**src/rtl/dwt_coef_rle.sv**
```systemverilog
// Deadzone quantiser and zero-run-length encoder for the dwt_2 coefficient stream.
// Stage 1 quantises each coefficient; stage 2 turns zero runs into run tokens via a one-entry hold.
module dwt_coef_rle #(
  parameter int unsigned WIDTH   = 16,
  parameter int unsigned SHIFT   = 2,
  parameter int unsigned THRESH  = 8,
  parameter int unsigned RUN_MAX = 255
) (
  input  logic             clk,
  input  logic             rst,
  input  logic             valid_i,
  input  logic [WIDTH-1:0] din,
  input  logic             last_i,
  output logic             valid_o,
  output logic [WIDTH-1:0] dout,
  output logic             is_run_o,
  output logic             last_o
);

  localparam int unsigned      MW        = WIDTH + 1;
  localparam logic [MW-1:0]    SAT_MAG   = {2'b00, {(WIDTH-1){1'b1}}};
  localparam logic [MW-1:0]    THRESH_M  = MW'(THRESH);
  localparam logic [WIDTH-1:0] RUN_MAX_W = WIDTH'(RUN_MAX);

  // Quantiser datapath; magnitude carries one extra bit so the most negative input is exact.
  logic             neg;
  logic [MW-1:0]    din_x;
  logic [MW-1:0]    mag;
  logic [MW-1:0]    qmag_raw;
  logic [MW-1:0]    qmag;
  logic [WIDTH-1:0] q_c;

  always_comb begin
    neg      = din[WIDTH-1];
    din_x    = {din[WIDTH-1], din};
    mag      = neg ? (~din_x + MW'(1)) : din_x;
    qmag_raw = (mag < THRESH_M) ? '0 : (mag >> SHIFT);
    qmag     = (qmag_raw > SAT_MAG) ? SAT_MAG : qmag_raw;
    q_c      = neg ? WIDTH'(~qmag + MW'(1)) : WIDTH'(qmag);
  end

  logic             s1_valid;
  logic [WIDTH-1:0] s1_q;
  logic             s1_last;

  always_ff @(posedge clk or negedge rst) begin
    if (!rst) begin
      s1_valid <= 1'b0;
      s1_q     <= '0;
      s1_last  <= 1'b0;
    end else begin
      s1_valid <= valid_i;
      s1_q     <= valid_i ? q_c : s1_q;
      s1_last  <= valid_i & last_i;
    end
  end

  // Stage-2 state: run counter, one pending token, registered output token.
  logic [WIDTH-1:0] run,       run_n;
  logic             hold_v,    hold_v_n;
  logic             hold_run,  hold_run_n;
  logic [WIDTH-1:0] hold_val,  hold_val_n;
  logic             hold_last, hold_last_n;
  logic             valid_n;
  logic [WIDTH-1:0] dout_n;
  logic             is_run_n;
  logic             last_n;
  logic [WIDTH-1:0] run_inc;
  logic             q_zero;

  always_comb begin
    valid_n     = 1'b0;
    dout_n      = dout;
    is_run_n    = 1'b0;
    last_n      = 1'b0;
    run_n       = run;
    hold_v_n    = hold_v;
    hold_run_n  = hold_run;
    hold_val_n  = hold_val;
    hold_last_n = hold_last;
    run_inc     = run + WIDTH'(1);
    q_zero      = (s1_q == '0);

    if (hold_v) begin
      // Pending token goes out first; the new item is absorbed behind it (run is always 0 here).
      valid_n  = 1'b1;
      dout_n   = hold_val;
      is_run_n = hold_run;
      last_n   = hold_last;
      hold_v_n = 1'b0;
      if (s1_valid) begin
        if (q_zero && !s1_last) begin
          run_n = run_inc;
        end else if (q_zero) begin
          hold_v_n    = 1'b1;
          hold_run_n  = 1'b1;
          hold_val_n  = run_inc;
          hold_last_n = 1'b1;
          run_n       = '0;
        end else begin
          hold_v_n    = 1'b1;
          hold_run_n  = 1'b0;
          hold_val_n  = s1_q;
          hold_last_n = s1_last;
        end
      end
    end else if (s1_valid) begin
      if (q_zero && !s1_last) begin
        if (run_inc == RUN_MAX_W) begin
          valid_n  = 1'b1;
          dout_n   = RUN_MAX_W;
          is_run_n = 1'b1;
          run_n    = '0;
        end else begin
          run_n = run_inc;
        end
      end else if (q_zero) begin
        valid_n  = 1'b1;
        dout_n   = run_inc;
        is_run_n = 1'b1;
        last_n   = 1'b1;
        run_n    = '0;
      end else if (run == '0) begin
        valid_n = 1'b1;
        dout_n  = s1_q;
        last_n  = s1_last;
      end else begin
        valid_n     = 1'b1;
        dout_n      = run;
        is_run_n    = 1'b1;
        run_n       = '0;
        hold_v_n    = 1'b1;
        hold_run_n  = 1'b0;
        hold_val_n  = s1_q;
        hold_last_n = s1_last;
      end
    end
  end

  always_ff @(posedge clk or negedge rst) begin
    if (!rst) begin
      run       <= '0;
      hold_v    <= 1'b0;
      hold_run  <= 1'b0;
      hold_val  <= '0;
      hold_last <= 1'b0;
      valid_o   <= 1'b0;
      dout      <= '0;
      is_run_o  <= 1'b0;
      last_o    <= 1'b0;
    end else begin
      run       <= run_n;
      hold_v    <= hold_v_n;
      hold_run  <= hold_run_n;
      hold_val  <= hold_val_n;
      hold_last <= hold_last_n;
      valid_o   <= valid_n;
      dout      <= dout_n;
      is_run_o  <= is_run_n;
      last_o    <= last_n;
    end
  end

endmodule

```
**config.mk**
```make
export PLATFORM = sky130hd
export DESIGN_NAME = dwt_coef_rle
export DESIGN_NICKNAME = d
export VERILOG_FILES = /design/src/rtl/dwt_coef_rle.sv
export SDC_FILE = /design/constraint.sdc
export NUM_CORES = 1
export LEC_CHECK = 0
export CORE_MARGIN = 2
export CORE_UTILIZATION = 50
export DETAILED_ROUTE_END_ITERATION = 8
export GPL_TIMING_DRIVEN = 0
export MAX_ROUTING_LAYER = met4
export PLACE_DENSITY_LB_ADDON = 0.25
export SLEW_MARGIN = 10
export SYNTH_ARGS = -nofsm -noshare
export SYNTH_HDL_FRONTEND = slang
export SYNTH_SLANG_ARGS = --single-unit
```
**constraint.sdc**
```tcl
create_clock -name clk -period 2.17 [get_ports clk]
set_input_delay 0.434 -clock clk [delete_from_list [all_inputs] [get_ports clk]]
set_output_delay 0.434 -clock clk [all_outputs]
set_load 0.03 [all_outputs]
```
Yosys cells after proc, flatten, opt, wreduce, memory -nomap -nowiden:

Cells that the tools add are included.

* bits in registers: 72
* bits in latches: 0
* memory bits (writable): 0
* memory bits (read-only): 0
* input bits: 20
* output and inout bits: 19
* logic and storage cells: 98
* memories kept: 0

* $add $sub $neg: 3
* multipliers: 0
* div/mod/pow operators: 0
* magnitude comparators: 2
* eq/ne operators: 6
* shifts and indexed selects: 0
* mux-type cells: 63
* bitwise logic cells: 4
* reductions and logical operators: 8

Operator list (count)
* 2-to-1 mux 16 bit: 24
* 2-to-1 mux 1 bit: 36
* adder 16 x 1 -> 16 bit (second input constant): 2
* zero test 16 bit: 2
* 2-to-1 mux 15 bit: 2
* adder 17 x 1 -> 17 bit (second input constant): 1
* less-than comparator 17 x 4 -> 1 bit (second input constant): 1
* 2-to-1 mux 17 bit: 1
* NOT 17 bit: 1
* equality test 16 x 8 -> 1 bit (second input constant): 1
* NOT 15 -> 16 bit: 1
* > comparator 15 bit (second input constant): 1
* inequality test 2 bit (second input constant): 2
* AND reduction 4 bit: 1
* inequality test 3 x 1 -> 1 bit (second input constant): 1
* inequality test 3 x 2 -> 1 bit (second input constant): 1
* inequality test 3 bit (second input constant): 1
* AND reduction 3 bit: 1
* AND reduction 2 bit: 1
* nonzero test 2 bit: 1
* bitwise AND 1 bit: 1
* logical AND 1 bit: 1
* zero test 1 bit: 1
* NOT 1 bit: 1

Longest topological paths before layout:

Gate-level depths: netlist of run 1.

* depth in word-level cells: 10
* gate-level depth with buffers: 13

Least setup slack after synthesis of run 1:

OpenSTA, ideal clock, no wires.

* path type: input port to flip-flop
* from: input port din[4]
* to: register s1_q[10]
* setup time: 0.077 ns
* data arrival time: 2.917 ns
* data required time: 2.093 ns
* slack: -0.824 ns
* stages: 12
* path through: buf_6 or4_4 o31ai_2 o32ai_1 nand4_1 nand2_1 ha_1 and2_1 a2111oi_0 o21ai_0 xor2_1 a21oi_1

* longest elaborated chain between the ends: 10

RTL lines
* start, declared: line 12 `input logic [WIDTH-1:0] din,`
* NOT 17 bit: line 36 `mag = neg ? (~din_x + MW'(1)) : din_x;`
* adder 17 x 1 -> 17 bit: line 36
* 2-to-1 mux 17 bit (*): line 36
* less-than comparator 17 x 4 -> 1 bit: line 37 `qmag_raw = (mag < THRESH_M) ? '0 : (mag >> SHIFT);`
* 2-to-1 mux 15 bit (*): line 37
* > comparator 15 bit: line 38 `qmag = (qmag_raw > SAT_MAG) ? SAT_MAG : qmag_raw;`
* 2-to-1 mux 15 bit (*): line 38
* NOT 15 -> 16 bit: line 39 `q_c = neg ? WIDTH'(~qmag + MW'(1)) : WIDTH'(qmag);`
* adder 16 x 1 -> 16 bit: line 39
* 2-to-1 mux 16 bit (*): line 39
* end signal, assigned: line 53 `s1_q <= valid_i ? q_c : s1_q;`
* end, declared: line 43 `logic [WIDTH-1:0] s1_q;`

Mark *: on every way between the ends. The rest lies on a longest branch, timed or not.
A chain may end at the register's enable or synchronous reset.

Worst setup path after layout of run 1:

Ends and elaborated chain as after synthesis.

==> results.md, run 1 <==
- Failing checks: negative setup slack
- Nets@finish: between 600 and 700
- H-tree lvl count: 3
- CP max FO: 5
- DIE HEIGHT: 98.8 um
- Number of flops mapped to enable cells by yosys: 0
- Starting Density: 0.515
- Mapped Cells: 538
- Post-route DRC violation count: 0
- DRT Pass-1 Iters: 5
- # IOs: 39
- Clock Tree Root: clkbuf_8
- Worst skew pair latency: 0.36 ns
- Reg-to-reg critical path startpoint: run[10]$_DFFE_PN0P_
- Pins Over Slew Limit: 0
- Pin count of the biggest net entering global routing: 46
- Fillers: 642
- Final-report setup violation count: 36
- Crit path launch type: input pin
- Net Count, Synth: 562
- HPWL Detailed: 9.54 mm
- Vias per cell: 6.32
- Synth area leaders: dfrtp_1 40%, a21oi_1 7.5%, nor2_1 4.8%, o21ai_0 3.9%, xnor2_1 3.9%
- R2R depth: 9
- Area after DPL: 5110 um2
- Die width: 98.8 um
- Async SR Flop Fraction: 1.00
- Drt initial violations: 409
- Max-cap viol count: 0
- Minimum clock period: 2.59 ns
- Netlist Area Pre-Place: 4490 um2
- Antenna cell count: 0
- Worst Path Required: 2.40 ns
- Top delay family on crit path: simple AND/OR/NAND/NOR gates
- Worst endpoint data arrival time: 2.81 ns
- Yosys reg bits: a little over 70
- P per Cell Area: about 520 nW/um2
- Proportion of layout cells with a drive suffix above 1: 0.316
- RR Endpoint: dout[1]$_DFFE_PN0P_
- Via count: 4643
- Leak: 2.53 nW
- Worst VDD drop: 0.000258 V
- Crit path buf inv count: 1
- Area Overhead vs Synth: 38.0%
- Slowest stage delay, CP: 0.55 ns
- Status: complete, but fails checks
- Synth Flop Type: dfrtp_1
- Post-Route WL: 14.6 mm
- Final Hold Fails: 0
- Cts bufs inserted: 9
- Gpl congestion: 0.972
- HP Start: din[11]
- First-pass GRT wire length: about 23 mm
- GRT Resource Usage Total: 0.307
- Hold crit path type: input pin to flip-flop
- PortBufs: 35
- Place WS: -1.59 ns
- Ys Warns: 0
- Hold path depth: 3
- Core area: 8720 um2
- Slowest CP cell: or4_4
- Initial antenna violation count: 0
- Hold Path Sink: s1_q[9]$_DFFE_PN0P_
- Tcrit/Tclk final: 1.19
- Worst Clk Skew: approximately 0.018 ns
- GR Overflow Total: 0
- Slew @ Worst Pin: between 0.8 and 0.9 ns
- Die footprint: 9760 um2
- Vias in the first global route: about 4600
- Share of the yosys chip area belonging to registers: 0.401
- Setup WS post-layout: -0.416 ns
- Hold Slack: 0.370 ns
- Endpoint class of the critical path: flip-flop
- Syn Area/Cell: 8.35 um2
- Worst-path clk slew: ~0.080 ns
- Yosys top cell by area: dfrtp_1
- Worst-path cell chain: buf_12 > or4_4 > o31ai_4 > o32ai_4 > nand4_1 > nand2_2 > ha_4 > and2_4 > a2111oi_4 > o21ai_1 > xor2_1 > a21oi_1
- Rows: 34
- CTS max path bufs: 2
- Slew headroom: 0.444
- Top-area cell type share of the netlist area: 0.401
- Yosys cell types: 58
- Setup Crit Path Kind: input pin to flip-flop
- Fmax: 387 MHz
- CTS sink count: 72
- CTS tree: yes
- RSZ-0062 raised after global routing: true
- Routed Antenna Nets: 0
- Register-to-Register Setup Slack: -0.28 ns
- WL per Instance: 19.8 um
- Final Cell Area: 6200 um2
## cells in the mapped netlist, types with 5 or more instances
library cell and number:
o21ai_0 35, xor2_1 11, nor4_1 10, or2_2 6, a211o_1 5, a211oi_1 13, or3_1 8, nor3_1 12
inv_1 14, nand4_1 9, nand2_1 46, xnor2_1 20, a22oi_1 6, mux2i_1 11, and4_1 5, nor2_1 58
buf_2 7, dfrtp_1 72, a21oi_1 67, clkbuf_1 28, and3_1 8, nand3_1 20
## cell usage in the layout (no fill, tap or decap), types with 10 or more instances in the layout
master	netlist	final
dfrtp_1	72	67
a21oi_1	67	59
nor2_1	58	51
nand2_1	46	41
buf_4	1	36
clkdlybuf4s50_1	0	22
buf_6	2	19
nand3_1	20	16
o21ai_0	35	16
xnor2_1	20	14
o21ai_1	1	14
inv_1	14	13
a211oi_1	13	13
clkbuf_8	0	12
mux2i_1	11	11
xor2_1	11	10
## layer usage
layer | global-route usage | wire [um]
met1 | 0.353 | 5460
met2 | 0.526 | 7370
met3 | 0.0418 | 1090
met4 | 0.152 | 666
met5 | - | 0
## through the flow
step | power [W] | utilization | setup TNS, ns | instances
after CTS | 0.00320 | 0.680 | -5.67 | 725
after floorplan | 0.00181 | - | -4.58 | 538
final | 0.00325 | 0.711 | -7.45 | 735
after global routing | 0.00336 | 0.711 | -10.91 | 735
after detailed placement | 0.00205 | 0.586 | -43.75 | 682
after global placement | 0.00203 | 0.583 | -172.20 | 681
## worst min-delay path: stages
cell and delay, ns:
buf_8 0.09, xnor2_1 0.11, a21oi_1 0.05
## how the worst max path moves through the flow
stage	from	to	slack (ns)	cells after the start
floorplan	din[4]	s1_q[10]$_DFFE_PN0P_	-0.66	12
global placement	rst	s1_q[2]$_DFFE_PN0P_	-1.79	1
detailed placement	din[10]	s1_q[12]$_DFFE_PN0P_	-1.59	12
CTS	din[4]	s1_q[6]$_DFFE_PN0P_	-0.40	12
global route	din[4]	s1_q[10]$_DFFE_PN0P_	-0.52	12
finish	din[4]	s1_q[10]$_DFFE_PN0P_	-0.42	12
## registers in the layout, indices dropped and copies added, names as in the netlist
signal     cells
hold_run       1
hold_val      16
valid_o        1
s1_q          16
dout          16
s1_last        1
is_run_o       1
hold_v         1
hold_last      1
s1_valid       1
last_o         1
run           16
## logic make-up after synthesis
kind of cell	after synthesis	synth area share
buffers and inverters	54	0.0512
adder cells (fa/ha/maj)	4	0.0111
AO/OA/AOI/OAI	165	0.226
XOR/XNOR	31	0.0604
flip-flops	72	0.401
AND/OR/NAND/NOR	197	0.214
multiplexers	15	0.0370
## cell type report
class | instances | area [um2] | area share
clock buffer | 9 | 124 | 0.0200
clock inverter | 7 | 78.8 | 0.0127
sequential | 72 | 1810 | 0.291
multi-input combinational | 412 | 3030 | 0.488
timing repair buffer | 80 | 736 | 0.119
buffer | 33 | 241 | 0.0389
inverter | 14 | 52.6 | 0.00847
tap | 108 | 135 | 0.0218
## report_power, final
part	total (W)	switching, W	internal [W]
clock	0.00114	0.000598	0.000544
sequential	0.00151	0.0000905	0.00142
combinational	0.000603	0.000334	0.000269
total	0.00325	0.00102	0.00223
## what timing repair did
item	4_1_cts	5_1_grt
pin swaps	54	36
resized for setup	157	68
setup endpoints to repair	69	61
buffers inserted	30	12
hold buffers	1	0
cloned	2	0
endpoints found under the hold margin	10	0
No activity file was read; power rests on OpenSTA's default activity.
==> inputs of run 2 (changes only) <==
- GPL_TIMING_DRIVEN: 0 -> 1
==> results.md, run 2 (same netlist as run 1, synthesis figures left out) <==
- Status: complete, but fails checks
- Failing checks: negative setup slack
- Antenna cell count: 0
- Post-route DRC violation count: 0
- Worst Clk Skew: 0.00936 ns
- H-tree lvl count: 3
- CTS max path bufs: 2
- Most used cell, CP: buf_6
- Placed insts: 776
- Slew @ Worst Pin: 0.640 ns
- Proportion of layout cells with a drive suffix above 1: 0.460
- Via count: between 5000 and 6000
- Slowest stage delay, CP: 0.56 ns
- Register-to-Register Setup Slack: -0.29 ns
- Worst-path clk slew: 0.08 ns
- Most common cell after layout, fill and taps aside: buf_4
- Nets@finish: 741
- Final non-filler cell total: 830
- GR Overflow Total: 0
- Setup WS post-layout: -0.419 ns
- DRT Pass-1 Iters: 5
- CTS tree: yes
- Gpl congestion: 0.919
- # IOs: 39
- Leak: 3.06 nW
- Hold Slack: 0.0939 ns
- DIE HEIGHT: 98.8 um
- Vias per cell: 6.47
- Crit path buf inv count: 2
- Die footprint: just under 10000 um2
- Vias in the first global route: about 5000
- Rows: 34
- Max-cap viol count: 0
- Worst skew pair latency: 0.37 ns
- GRT Resource Usage Total: 0.335
- Worst Path Required: 2.46 ns
- Slew headroom: 0.570
- CTS sink count: about 70
- Crit path launch type: input pin
- Slowest CP cell: or4_4
- Tcrit/Tclk final: 1.19
- Worst endpoint data arrival time: approximately 2.9 ns
- Fmax: approximately 390 MHz
- Clock Tree Root: clkbuf_8
- Drt initial violations: 559
- WL per Instance: 21.3 um
- Hold crit path type: input pin to async pin
- PortBufs: 38
- First-pass GRT wire length: 25.1 mm
- CP max FO: 5
- RSZ-0062 raised after global routing: true
- Post-Route WL: 17.7 mm
- Area Overhead vs Synth: 60.1%
- Minimum clock period: 2.59 ns
- Cts bufs inserted: 9
- Worst VDD drop: approximately 0.00033 V
- Final Hold Fails: 0
- Commonest non-fill, non-tap cells in the layout: 137 x buf_4, 71 x dfrtp_1, 46 x a21oi_1
- P per Cell Area: 466 nW/um2
- Starting Density: 0.515
- Core area: approximately 8700 um2
- Final-report setup violation count: 52
- Endpoint class of the critical path: flip-flop
- Setup Crit Path Kind: input pin to flip-flop
- Top delay family on crit path: simple AND/OR/NAND/NOR gates
- Worst-path cell chain: buf_6 > or4_4 > o31ai_4 > o32ai_2 > nand4_1 > nand2_1 > ha_2 > and2_4 > buf_6 > a2111oi_4 > o21ai_1 > xor2_1 > a21oi_1
- Die width: about 99 um
- Hold buffer count at CTS: 0
- Initial antenna violation count: 0
- Pin count of the biggest net entering global routing: 73
- Pins Over Slew Limit: 0
- HPWL Detailed: 10.7 mm
- Fillers: 492
- Routed Antenna Nets: 0
## run 2: timing repair
| action | in CTS | in global routing |
|---|---|---|
| buffers inserted | 26 | 14 |
| gates resized for setup | 138 | 113 |
| hold endpoints to repair | 0 | 0 |
| setup endpoints to repair | 59 | 59 |
| gates cloned | 2 | 1 |
| pin swaps | 62 | 47 |
## run 2: layout make-up
type                       instances  area (um2)  area share
clock inverter                     6        67.6     0.00939
multi-input combinational        412        3210       0.446
timing repair buffer             208        1800       0.250
clock buffer                      10         128      0.0177
sequential                        72        1800       0.251
inverter                          14        57.6     0.00800
tap                              108         135      0.0188
## run 2: layer usage
| layer | up-vias | share of wire | wire (um) | GRT usage |
|---|---|---|---|---|
| met5 | - | 0 | 0 | - |
| met4 | 0 | 0.077 | 1370 | 0.185 |
| met3 | 123 | 0.075 | 1320 | 0.0433 |
| met2 | 374 | 0.51 | 9020 | 0.586 |
| met1 | 2579 | 0.34 | 6000 | 0.367 |
| li1 | 2298 | - | - | - |
## run 2: metrics by stage
step / utilization / setup TNS [ns] / instance area [um2] / setup slack (ns) / total power, W
6_report: 0.825 / -7.74 / 7200 / -0.419 / 0.00335
5_1_grt: 0.825 / -11.40 / 7200 / -0.514 / 0.00345
4_1_cts: 0.763 / -5.61 / 6660 / -0.332 / 0.00326
3_5_place_dp: 0.679 / -13.95 / 5920 / -0.985 / 0.00217
3_3_place_gp: 0.679 / -12.27 / 5920 / -0.904 / 0.00215
2_1_floorplan: - / -4.58 / 4600 / -0.661 / 0.00181
## run 2: worst paths after layout
check                                        startpoint                    to  depth (start not counted)
worst max-delay path                             din[6]  s1_q[10]$_DFFE_PN0P_                         13
worst min-delay path                                rst    run[0]$_DFFE_PN0P_                          2
worst max register to register       run[0]$_DFFE_PN0P_  dout[11]$_DFFE_PN0P_                         10
worst min register to register  hold_val[2]$_DFFE_PN0P_   dout[2]$_DFFE_PN0P_                          2
max in group asynchronous                           rst    run[2]$_DFFE_PN0P_                          2
min in group clk                                 din[6]   s1_q[4]$_DFFE_PN0P_                          4
## run 2: worst register-to-register path, cell delays in order (launching register included)
cell and delay (ns):
dfrtp_1 0.42, ha_4 0.21, buf_4 0.14, nand4bb_1 0.20, nor3_1 0.23, o21a_1 0.26
o2111ai_4 0.20, o21ai_4 0.25, buf_6 0.12, and2_4 0.21, o22ai_2 0.10
## run 2: where the power goes
group	switching [W]	leakage [nW]	internal, W
sequential	0.0000631	0.917	0.00142
combinational	0.000419	2.05	0.000358
clock	0.000559	0.0929	0.000535
total	0.00104	3.06	0.00231
